`src/rtl/frog_mover.sv`:
```
// -----------------------------------------------------------------------------
// frog_mover
//   Player-sprite controller for the frog game. Once per frame it turns a
//   freshly pressed direction key into a single hop of STEP pixels, clamps the
//   sprite centre to the playfield, adds the external drift of whatever the
//   frog is riding on, and runs the death/respawn and goal-reached sequences.
//
// Ports
//   frame_clk  in   1   frame tick, all state changes on the rising edge
//   Reset      in   1   asynchronous, active-high
//   keycode    in   16  current key (001A up, 0004 left, 0016 down, 0007 right)
//   carry_vx   in   W   signed horizontal drift applied every live frame
//   death      in   1   collision / drowning indication
//   FrogX      out  W   sprite centre X
//   FrogY      out  W   sprite centre Y
//   FrogS      out  W   sprite half-size (constant SIZE)
//   facing     out  2   last hop direction: 00 up, 01 left, 10 down, 11 right
//   hopping    out  1   high while the post-hop cooldown runs
//   dead       out  1   high while in the death state
//   goal       out  1   one-frame pulse when the top row is reached
// -----------------------------------------------------------------------------
module frog_mover #(
  parameter int W           = 10,
  parameter int X_START     = 320,
  parameter int Y_START     = 429,
  parameter int X_MIN       = 0,
  parameter int X_MAX       = 639,
  parameter int Y_MIN       = 50,
  parameter int Y_MAX       = 438,
  parameter int STEP        = 18,
  parameter int SIZE        = 9,
  parameter int HOP_FRAMES  = 8,
  parameter int DEAD_FRAMES = 60
) (
  input  logic         frame_clk,
  input  logic         Reset,
  input  logic [15:0]  keycode,
  input  logic [W-1:0] carry_vx,
  input  logic         death,
  output logic [W-1:0] FrogX,
  output logic [W-1:0] FrogY,
  output logic [W-1:0] FrogS,
  output logic [1:0]   facing,
  output logic         hopping,
  output logic         dead,
  output logic         goal
);

  // Keyboard scan codes for the four directions.
  localparam logic [15:0] KEY_UP    = 16'h001A;
  localparam logic [15:0] KEY_LEFT  = 16'h0004;
  localparam logic [15:0] KEY_DOWN  = 16'h0016;
  localparam logic [15:0] KEY_RIGHT = 16'h0007;

  // Direction codes shared by the key decoder and the facing output.
  localparam logic [1:0] DIR_UP    = 2'b00;
  localparam logic [1:0] DIR_LEFT  = 2'b01;
  localparam logic [1:0] DIR_DOWN  = 2'b10;
  localparam logic [1:0] DIR_RIGHT = 2'b11;

  // Legal range of the sprite centre, keeping the whole sprite on screen.
  localparam int XL_I = X_MIN + SIZE;
  localparam int XH_I = X_MAX - SIZE;
  localparam int YL_I = Y_MIN + SIZE;
  localparam int YH_I = Y_MAX - SIZE;

  // Position arithmetic runs two bits wider than W and signed, so that a
  // hop plus a negative drift near the left edge, or a hop plus a large
  // positive drift near the right edge, never wraps before clamping.
  localparam logic signed [W+1:0] XL     = XL_I[W+1:0];
  localparam logic signed [W+1:0] XH     = XH_I[W+1:0];
  localparam logic signed [W+1:0] YL     = YL_I[W+1:0];
  localparam logic signed [W+1:0] YH     = YH_I[W+1:0];
  localparam logic signed [W+1:0] STEP_S = STEP[W+1:0];

  localparam logic [W-1:0] X_START_W = X_START[W-1:0];
  localparam logic [W-1:0] Y_START_W = Y_START[W-1:0];
  localparam logic [W-1:0] SIZE_W    = SIZE[W-1:0];

  // One down-counter serves both the hop cooldown and the death timer, so
  // it is sized for whichever is longer.
  localparam int CNT_MAX = (DEAD_FRAMES > HOP_FRAMES) ? DEAD_FRAMES : HOP_FRAMES;
  localparam int CW      = $clog2(CNT_MAX + 1);
  localparam int HOP_LOAD_I  = HOP_FRAMES - 1;
  localparam int DEAD_LOAD_I = DEAD_FRAMES - 1;
  localparam logic [CW-1:0] HOP_LOAD  = HOP_LOAD_I[CW-1:0];
  localparam logic [CW-1:0] DEAD_LOAD = DEAD_LOAD_I[CW-1:0];

  typedef enum logic [1:0] {
    IDLE = 2'd0,
    HOP  = 2'd1,
    DEAD = 2'd2
  } state_t;

  state_t         state;
  logic [CW-1:0]  cnt;
  logic [15:0]    prev_key;

  logic           is_dir;
  logic [1:0]     dir;
  logic           press;
  logic           accept;

  logic signed [W+1:0] hop_dx;
  logic signed [W+1:0] hop_dy;
  logic signed [W+1:0] carry_s;
  logic signed [W+1:0] sum_x;
  logic signed [W+1:0] sum_y;
  logic signed [W+1:0] clamp_x;
  logic signed [W+1:0] clamp_y;
  logic [W-1:0]        nx;
  logic [W-1:0]        ny;
  logic                at_goal;

  assign FrogS = SIZE_W;

  // Decode the current key into a direction; anything else is not a
  // direction and can never start a hop.
  always_comb begin
    is_dir = 1'b1;
    dir    = DIR_UP;
    case (keycode)
      KEY_UP:    dir = DIR_UP;
      KEY_LEFT:  dir = DIR_LEFT;
      KEY_DOWN:  dir = DIR_DOWN;
      KEY_RIGHT: dir = DIR_RIGHT;
      default:   is_dir = 1'b0;
    endcase
  end

  // A press is any change of keycode that lands on a direction key. Holding
  // a key therefore hops once, while sliding straight from one direction key
  // to another counts as a fresh press.
  assign press  = is_dir && (keycode != prev_key);
  assign accept = press && (state == IDLE);

  // The hop offset is applied only on the frame a press is accepted; during
  // the cooldown the frog merely drifts with carry_vx.
  always_comb begin
    hop_dx = '0;
    hop_dy = '0;
    if (accept) begin
      case (dir)
        DIR_UP:    hop_dy = -STEP_S;
        DIR_LEFT:  hop_dx = -STEP_S;
        DIR_DOWN:  hop_dy = STEP_S;
        default:   hop_dx = STEP_S;
      endcase
    end
  end

  // Candidate next position: widen, add hop and drift, then clamp.
  always_comb begin
    carry_s = {{2{carry_vx[W-1]}}, carry_vx};
    sum_x   = $signed({2'b00, FrogX}) + hop_dx + carry_s;
    sum_y   = $signed({2'b00, FrogY}) + hop_dy;

    clamp_x = sum_x;
    if (sum_x < XL) begin
      clamp_x = XL;
    end else if (sum_x > XH) begin
      clamp_x = XH;
    end

    clamp_y = sum_y;
    if (sum_y < YL) begin
      clamp_y = YL;
    end else if (sum_y > YH) begin
      clamp_y = YH;
    end

    nx      = clamp_x[W-1:0];
    ny      = clamp_y[W-1:0];
    at_goal = (clamp_y == YL);
  end

  // Main controller. prev_key tracks the keyboard in every state so that a
  // key held through a cooldown or a death cannot fire once the frog is
  // free again. A death report outranks everything else that frame: the
  // position stays put and any press or goal on the same frame is dropped.
  always_ff @(posedge frame_clk or posedge Reset) begin
    if (Reset) begin
      state    <= IDLE;
      cnt      <= '0;
      prev_key <= '0;
      FrogX    <= X_START_W;
      FrogY    <= Y_START_W;
      facing   <= DIR_UP;
      hopping  <= 1'b0;
      dead     <= 1'b0;
      goal     <= 1'b0;
    end else begin
      prev_key <= keycode;
      goal     <= 1'b0;
      case (state)
        IDLE, HOP: begin
          if (death) begin
            state   <= DEAD;
            cnt     <= DEAD_LOAD;
            dead    <= 1'b1;
            hopping <= 1'b0;
          end else if (at_goal) begin
            // Reaching the top row sends the frog home and still imposes
            // the usual cooldown before the next hop.
            FrogX   <= X_START_W;
            FrogY   <= Y_START_W;
            facing  <= DIR_UP;
            goal    <= 1'b1;
            state   <= HOP;
            cnt     <= HOP_LOAD;
            hopping <= 1'b1;
          end else begin
            FrogX <= nx;
            FrogY <= ny;
            if (accept) begin
              // A hop blocked by the edge still turns the frog and costs a
              // full cooldown.
              facing  <= dir;
              state   <= HOP;
              cnt     <= HOP_LOAD;
              hopping <= 1'b1;
            end else if (state == HOP) begin
              if (cnt == '0) begin
                state   <= IDLE;
                hopping <= 1'b0;
              end else begin
                cnt <= cnt - 1'b1;
              end
            end
          end
        end
        DEAD: begin
          // Position, keys and drift are all ignored while dead; the
          // respawn lands on the last edge of the death interval.
          if (cnt == '0) begin
            state  <= IDLE;
            dead   <= 1'b0;
            FrogX  <= X_START_W;
            FrogY  <= Y_START_W;
            facing <= DIR_UP;
          end else begin
            cnt <= cnt - 1'b1;
          end
        end
        default: begin
          state   <= IDLE;
          cnt     <= '0;
          hopping <= 1'b0;
          dead    <= 1'b0;
        end
      endcase
    end
  end

endmodule
```
`config.mk`:
```
export PLATFORM = sky130hd
export DESIGN_NAME = frog_mover
export DESIGN_NICKNAME = d
export VERILOG_FILES = /design/src/rtl/frog_mover.sv
export SDC_FILE = /design/constraint.sdc
export NUM_CORES = 1
export LEC_CHECK = 0
export CAP_MARGIN = 20
export CORE_ASPECT_RATIO = 1.1
export CORE_MARGIN = 4
export CORE_UTILIZATION = 59
export DETAILED_ROUTE_END_ITERATION = 12
export PLACE_DENSITY = 0.87
export SKIP_CTS_REPAIR_TIMING = 1
export SYNTH_ARGS = -nofsm -noshare
export SYNTH_HDL_FRONTEND = slang
export SYNTH_SLANG_ARGS = --single-unit
```
`constraint.sdc`:
```
create_clock -name frame_clk -period 13.1 [get_ports frame_clk]
set_input_delay 3.93 -clock frame_clk [delete_from_list [all_inputs] [get_ports frame_clk]]
set_output_delay 3.93 -clock frame_clk [all_outputs]
set_load 0.05 [all_outputs]
```
## Word-level counts from Yosys, hierarchy flattened

Cells that the tools add are included.

| word-level totals | value |
|---|---|
| bits in registers | 49 |
| latch bits | 0 |
| RAM bits | 0 |
| bits in read-only memories | 0 |
| input port bits | 29 |
| output and inout port bits | 35 |
| word-level logic and storage cells | 93 |
| memories kept | 0 |

| cells by class | value |
|---|---|
| add/subtract/negate cells | 4 |
| multiply operators | 0 |
| divide/modulo/power cells | 0 |
| magnitude comparators | 4 |
| equal/unequal tests | 16 |
| shifts and indexed selects | 0 |
| multiplexer cells | 46 |
| bitwise logic cells | 1 |
| reduce and logical (&&, ||, !) cells | 13 |

Operators by type and width:

| kind | count |
|---|---|
| 2-to-1 mux 10 bit | 8 |
| 2-to-1 mux 12 bit | 4 |
| case mux 12 bit (2 select lines) | 2 |
| case mux 10 bit (2 select lines) | 2 |
| equality test 16 x 3 -> 1 bit, second input constant | 2 |
| equality test 16 x 5 -> 1 bit, second input constant | 2 |
| 2-to-1 mux 6 bit | 5 |
| adder 11 x 12 -> 12 bit | 2 |
| 2-to-1 mux 2 bit | 9 |
| != test 16 bit | 1 |
| adder 12 x 10 -> 12 bit | 1 |
| equality test 12 x 7 -> 1 bit, second input constant | 1 |
| greater-than comparator 12 x 10 -> 1 bit, second input constant | 1 |
| greater-than comparator 12 x 11 -> 1 bit, second input constant | 1 |
| < comparator 12 x 5 -> 1 bit, second input constant | 1 |
| < comparator 12 x 7 -> 1 bit, second input constant | 1 |
| case mux 6 bit (2 select lines) | 1 |
| 2-to-1 mux 1 bit | 10 |
| != test 5 bit, second input constant | 2 |
| case mux 2 bit (2 select lines) | 2 |
| zero test 6 bit | 1 |
| != test 2 bit, second input constant | 3 |
| case mux 2 bit (3 select lines) | 1 |
| AND reduction 3 bit | 2 |
| other kinds (13) | 19 |

## Logic depth before layout (Yosys ltp)

| logic depth | value |
|---|---|
| depth in word-level cells | 14 |
| gate-level depth with buffers | 18 |
| depth with buffers taken out | 17 |

## Worst setup path before layout

No wires, ideal clock.

| timing path | value |
|---|---|
| kind | input-to-reg |
| start point | input keycode[3] |
| end point | register FrogX[3] |
| library setup time | 126 ps |
| arrival | 7851 ps |
| data required time | 12974 ps |
| setup slack | 5123 ps |
| cell stages on the path | 17 |
| path buffers | 0 |
| cells stage by stage | nor3b_1 o211ai_1 o31a_1 nand3b_1 nor2_1 nand2_1 inv_1 fa_1 ha_1 o21ai_0 or4b_2 nand3b_1 nand4_1 a31oi_1 o221a_2 nor2_1 a221o_1 |

| on the way | value |
|---|---|
| word-level cells in the longest chain between the ends | 14 |
| elaborated cells between the ends (all ways) | 33 |
| those cells by class | add/sub: 3; order compare: 4; eq/ne: 8; mux: 13; reduce/logical: 5 |

RTL lines:

| element | line | source |
|---|---|---|
| start: declaration | 37 | `input logic [15:0] keycode,` |
| equality test 16 x 3 -> 1 bit or equality test 16 x 5 -> 1 bit (tied branches) | 122 | `case (keycode)` |
| case mux 2 bit (3 select lines) or OR reduction 4 bit (tied branches) | - |  |
| equality test 2 bit, or another cell as far along | 143 | `case (dir)` |
| OR reduction 2 bit (no source line) or logical AND 1 bit (tied branches) | - |  |
| case mux 12 bit (2 select lines) or logical AND 1 bit (tied branches) | 143, 135 |  |
| 2-to-1 mux 12 bit | 142 | `if (accept) begin` |
| adder 11 x 12 -> 12 bit (on tied branches) | 155, 156 |  |
| adder 12 x 10 -> 12 bit or greater-than comparator 12 x 10 -> 1 bit (tied branches) | 155, 168 |  |
| greater-than comparator 12 x 11 -> 1 bit or 2-to-1 mux 12 bit (tied branches) | 161, 168 |  |
| 2-to-1 mux 10 bit or 2-to-1 mux 12 bit (tied branches) | 161, 166 |  |
| 2-to-1 mux 10 bit or equality test 12 x 7 -> 1 bit (tied branches) | 159, 174 |  |
| 2-to-1 mux 10 bit * | 202 | `end else if (at_goal) begin` |
| 2-to-1 mux 10 bit * | 197 | `if (death) begin` |
| case mux 10 bit (2 select lines) * | 195 | `case (state)` |
| end signal: assignment | 213 | `FrogX <= nx;` |
| end: declaration | 40 | `output logic [W-1:0] FrogX,` |

Mark *: on every way between the ends. The rest lies on a longest branch, timed or not. The select of a mux whose other input is x is not followed.
A chain may end at the register's enable or synchronous reset.

## Final worst setup path

| timing path | value |
|---|---|
| start point | input keycode[2] |
| end point | register FrogX[3] |

Same word-level chain as after synthesis.

==> run summary <==
Summed over all cells, the static leakage comes to 1.94 nW. For this design the top-level I/O count stands at 64. Broken down by cell family, the worst path's largest delay share belongs to simple AND/OR/NAND/NOR gates.

The via count was 3378; the post-synth design cell area was 0.00393 sq mm. The share of Yosys cell area claimed by the top area cell type is 26.1%. The post-synthesis area per instance is 9.11 sq um, and the final estimated routing congestion in global placement is 0.916. The first global-routing pass estimated 16000 um of wire. Total of buffers placed on input and output ports: 53. The tools report the count of nets left with antenna violations after detail routing as 0.

Setup repair after global routing left no endpoint under its margin. The reported max-cap violation count is 0, and the count of standard-cell rows is 30. After synthesis, the share of flip-flops with an asynchronous set or reset is 100%.

Counting distinct cell types in the post-synthesis netlist gives 64. In this design, the stage delay of the slowest critical-path cell is 620 ps. The die is 93.5 um tall.

The worst hold path was traced through 2 stages. The class of the worst hold path was reg -> reg. TritonCTS built the clock tree. Of all nets on the critical path, the largest fanout is 7.

The count of synthesis-stage warnings from yosys is 0. The clock passes through at most 2 buffers. After synthesis the netlist holds a flip-flop and latch count of 49. In the final layout, flip-flops and latches occupy 0.00124 sq mm. In the synthesized netlist the dominant register cell turns out to be sky130_fd_sc_hd__dfrtp_1.

The tree is rooted in a sky130_fd_sc_hd__clkbuf_8. The number of synthesized flops with an enable pin is 0. Data arrives at the worst endpoint at 9020 ps. The logs give 468 for the number of fill cells in the layout and 9400 um for the total wire length after detailed routing.

The sequential fraction of the synthesis area was 31.5%; the clock skew was 6.30 ps. The area growth from synthesis to layout is 16.5%. The run gives 0 as the number of antenna violations at the first check in global routing. The final hold violation count was 0; the final critical-path required period was 8840 ps.

After legalization and detailed placement, the total HPWL measured 7300 um. Entering global routing, the biggest net connects 50 pins. Most numerous cell in the Yosys netlist: sky130_fd_sc_hd__nor2_1. The critical path crosses 18 cells after its start point. The tools report the first-pass detailed-route iteration total as 5. Final-layout setup total negative slack: 0 ps.

TritonCTS created 5 clock buffers. The die covers 0.00802 sq mm. After detailed routing, the average wire length per cell comes to 16.8 um. In the final layout, the share of cells above drive strength 1 is 7.08%. Among all stages on the critical path, the largest delay is contributed by sky130_fd_sc_hd__or4b_2. Internal reg-to-reg setup slack: 7960 ps.

Clock tree synthesis found a total of 49 sinks. The dominant cell type by area after synthesis is sky130_fd_sc_hd__dfrtp_1. The instance area at placement was 0.00447 sq mm; the initial core utilization was 62.2%. The total track usage came out at 24.6%. Clock-pin slew was measured on the worst setup and hold paths at 90 ps. The clock reaches the later pin of the worst-skew pair after 290 ps. For the initial DRC count, the log shows 124. STA classifies the critical path startpoint as an input port. The cell count after synthesis came out at 431.

The worst setup path is captured at a flop. Walking the worst path, the cells encountered are clkdlybuf4s50_1 -> nor3b_1 -> o211ai_1 -> o31a_1 -> nand3b_1 -> nor2_1 -> nand2_1 -> inv_1 -> fa_1 -> ha_1 -> o21ai_0 -> or4b_2 -> nand3b_1 -> nand4_1 -> a31oi_1 -> o221a_2 -> nor2_1 -> a221o_1. The logs give 0.00631 sq mm for the area of the core region and 0 for the count of inserted antenna diode cells.

For the number of remaining DRC errors, the log shows 0. The worst register-to-register path has a depth of 17. For the required time of the critical path, the log shows 13280 ps.

Using the TritonRoute via totals, the vias-per-cell ratio works out to 6.03. The number of nets at the end of the flow came out at 544. The buffers plus inverters on the worst setup path works out to 2.

The run gives 0.00253 sq mm as the area of the multi-input gates. Sorting the synthesized cells by how often they occur yields 44 x sky130_fd_sc_hd__nor2_1, 41 x sky130_fd_sc_hd__dfrtp_1, 34 x sky130_fd_sc_hd__nand2_1. At the pin with the least slew margin, the transition time is 868 ps. Measured along the x axis, the die boundary spans 85.8 um.

IR analysis of the VDD net gives a maximum drop of 0.000107 V. After layout, the worst path uses 67.5% of the clock period. Setup violations remaining at the end of the flow were counted as 0. The tools report the overall power as 0.733 mW. Power density over the cells: 160 mW/mm^2. Ranked by total cell area, the synthesized netlist is headed by sky130_fd_sc_hd__dfrtp_1 26%, sky130_fd_sc_hd__ha_1 7.7%, sky130_fd_sc_hd__fa_1 6.1%.

Highest achievable clock rate: 113 MHz. Headroom to the max-slew limit came out at 41.9%. The run finished with clean final reports.

For the remaining global-route overflow, the log shows 0. CTS built an H-tree with a depth of 2. The number of global-route vias before repair is 3338, and the finished layout cell area is 0.00457 sq mm. By startpoint and endpoint, the worst setup path is classified as in -> reg.

For the number of pins with negative max-slew slack in the final report, the log shows 0.
==> final timing paths <==
kind                               end        from
max                           FrogX[3]  keycode[2]
min                           FrogY[7]    FrogY[7]
max reg2reg                   FrogX[3]    state[0]
min reg2reg                   FrogY[7]    FrogY[7]
max in group asynchronous     FrogY[8]       Reset
min in group asynchronous  prev_key[6]       Reset
==> where the power goes <==
group | switching, mW | internal, mW
combinational | 0.260 | 0.169
sequential | 0.0336 | 0.183
clock | 0.0505 | 0.0377
total | 0.344 | 0.390
==> tightest hold or removal path: stages (launching register included) <==
cell	delay, ps
sky130_fd_sc_hd__dfstp_2	390
sky130_fd_sc_hd__nor2_1	100
sky130_fd_sc_hd__a21oi_1	40
==> cell type report <==
cell class / instances / share of cell area [%]
Clock buffer: 6 / 1.59
Tap cell: 80 / 2.19
Timing Repair Buffer: 54 / 12.0
Clock inverter: 2 / 0.328
Sequential cell: 49 / 27.0
Inverter: 18 / 1.48
Multi-Input combinational cell: 351 / 55.4
==> flip-flops by register name, indices dropped and copies added, names as in the netlist <==
| signal | flops |
|---|---|
| hopping | 1 |
| dead | 1 |
| goal | 1 |
| facing | 2 |
| cnt | 6 |
| prev_key | 16 |
| FrogY | 10 |
| state | 2 |
| FrogX | 10 |
==> cells in the final DEF (no fill, tap or decap), types with 4 or more instances in the layout <==
master,instances
sky130_fd_sc_hd__xnor2_1,9
sky130_fd_sc_hd__o22ai_1,7
sky130_fd_sc_hd__o31ai_1,4
sky130_fd_sc_hd__conb_1,10
sky130_fd_sc_hd__nor2b_1,5
sky130_fd_sc_hd__clkbuf_8,5
sky130_fd_sc_hd__nand2b_1,5
sky130_fd_sc_hd__nor3b_1,9
sky130_fd_sc_hd__nand2_1,34
sky130_fd_sc_hd__a211oi_1,5
sky130_fd_sc_hd__nand3b_1,5
sky130_fd_sc_hd__nand3_1,9
sky130_fd_sc_hd__fa_1,12
sky130_fd_sc_hd__dfrtp_1,41
sky130_fd_sc_hd__or3_1,5
sky130_fd_sc_hd__o211ai_1,9
sky130_fd_sc_hd__nor3_1,11
sky130_fd_sc_hd__o21ai_0,15
sky130_fd_sc_hd__inv_1,17
sky130_fd_sc_hd__xor2_1,26
sky130_fd_sc_hd__and3_1,5
sky130_fd_sc_hd__ha_1,24
sky130_fd_sc_hd__a22o_1,4
sky130_fd_sc_hd__nor2_1,44
sky130_fd_sc_hd__clkdlybuf4s50_1,53
sky130_fd_sc_hd__dfstp_2,8
sky130_fd_sc_hd__nor4_1,9
sky130_fd_sc_hd__a21oi_1,30
==> kinds of logic (layout without fill, tap and decap cells) <==
logic type,Yosys count,in the layout,share of synthesized area (%)
adder cells (fa/ha/maj),37,37,14.0
XOR/XNOR,36,36,8.22
AND/OR/NAND/NOR,159,159,21.9
other,2,10,0.191
flip-flops,49,49,31.5
buffers and inverters,39,80,4.75
AO/OA/AOI/OAI,106,106,18.6
multiplexers,3,3,0.797
==> per-layer routing <==
layer  share of wire [%]  track usage, %  vias up
met5                   0               0        -
met4                 1.3            5.67        0
met3                 4.9            3.79       12
met2                  50            42.2      113
met1                  44            32.8     1613
li1                    -               -     1640
==> per-stage QoR <==
stage / setup slack (ps) / util (%) / std cells / hold WS (ps)
2_1_floorplan: 5120 / - / 439 / 557
3_3_place_gp: 4200 / 70.8 / 551 / 478
3_5_place_dp: 3950 / 70.8 / 551 / 504
4_1_cts: 4260 / 72.2 / 559 / 523
5_1_grt: 3880 / 72.5 / 560 / 539
6_report: 4260 / 72.5 / 560 / 524
No activity file was read; power rests on OpenSTA's default activity.
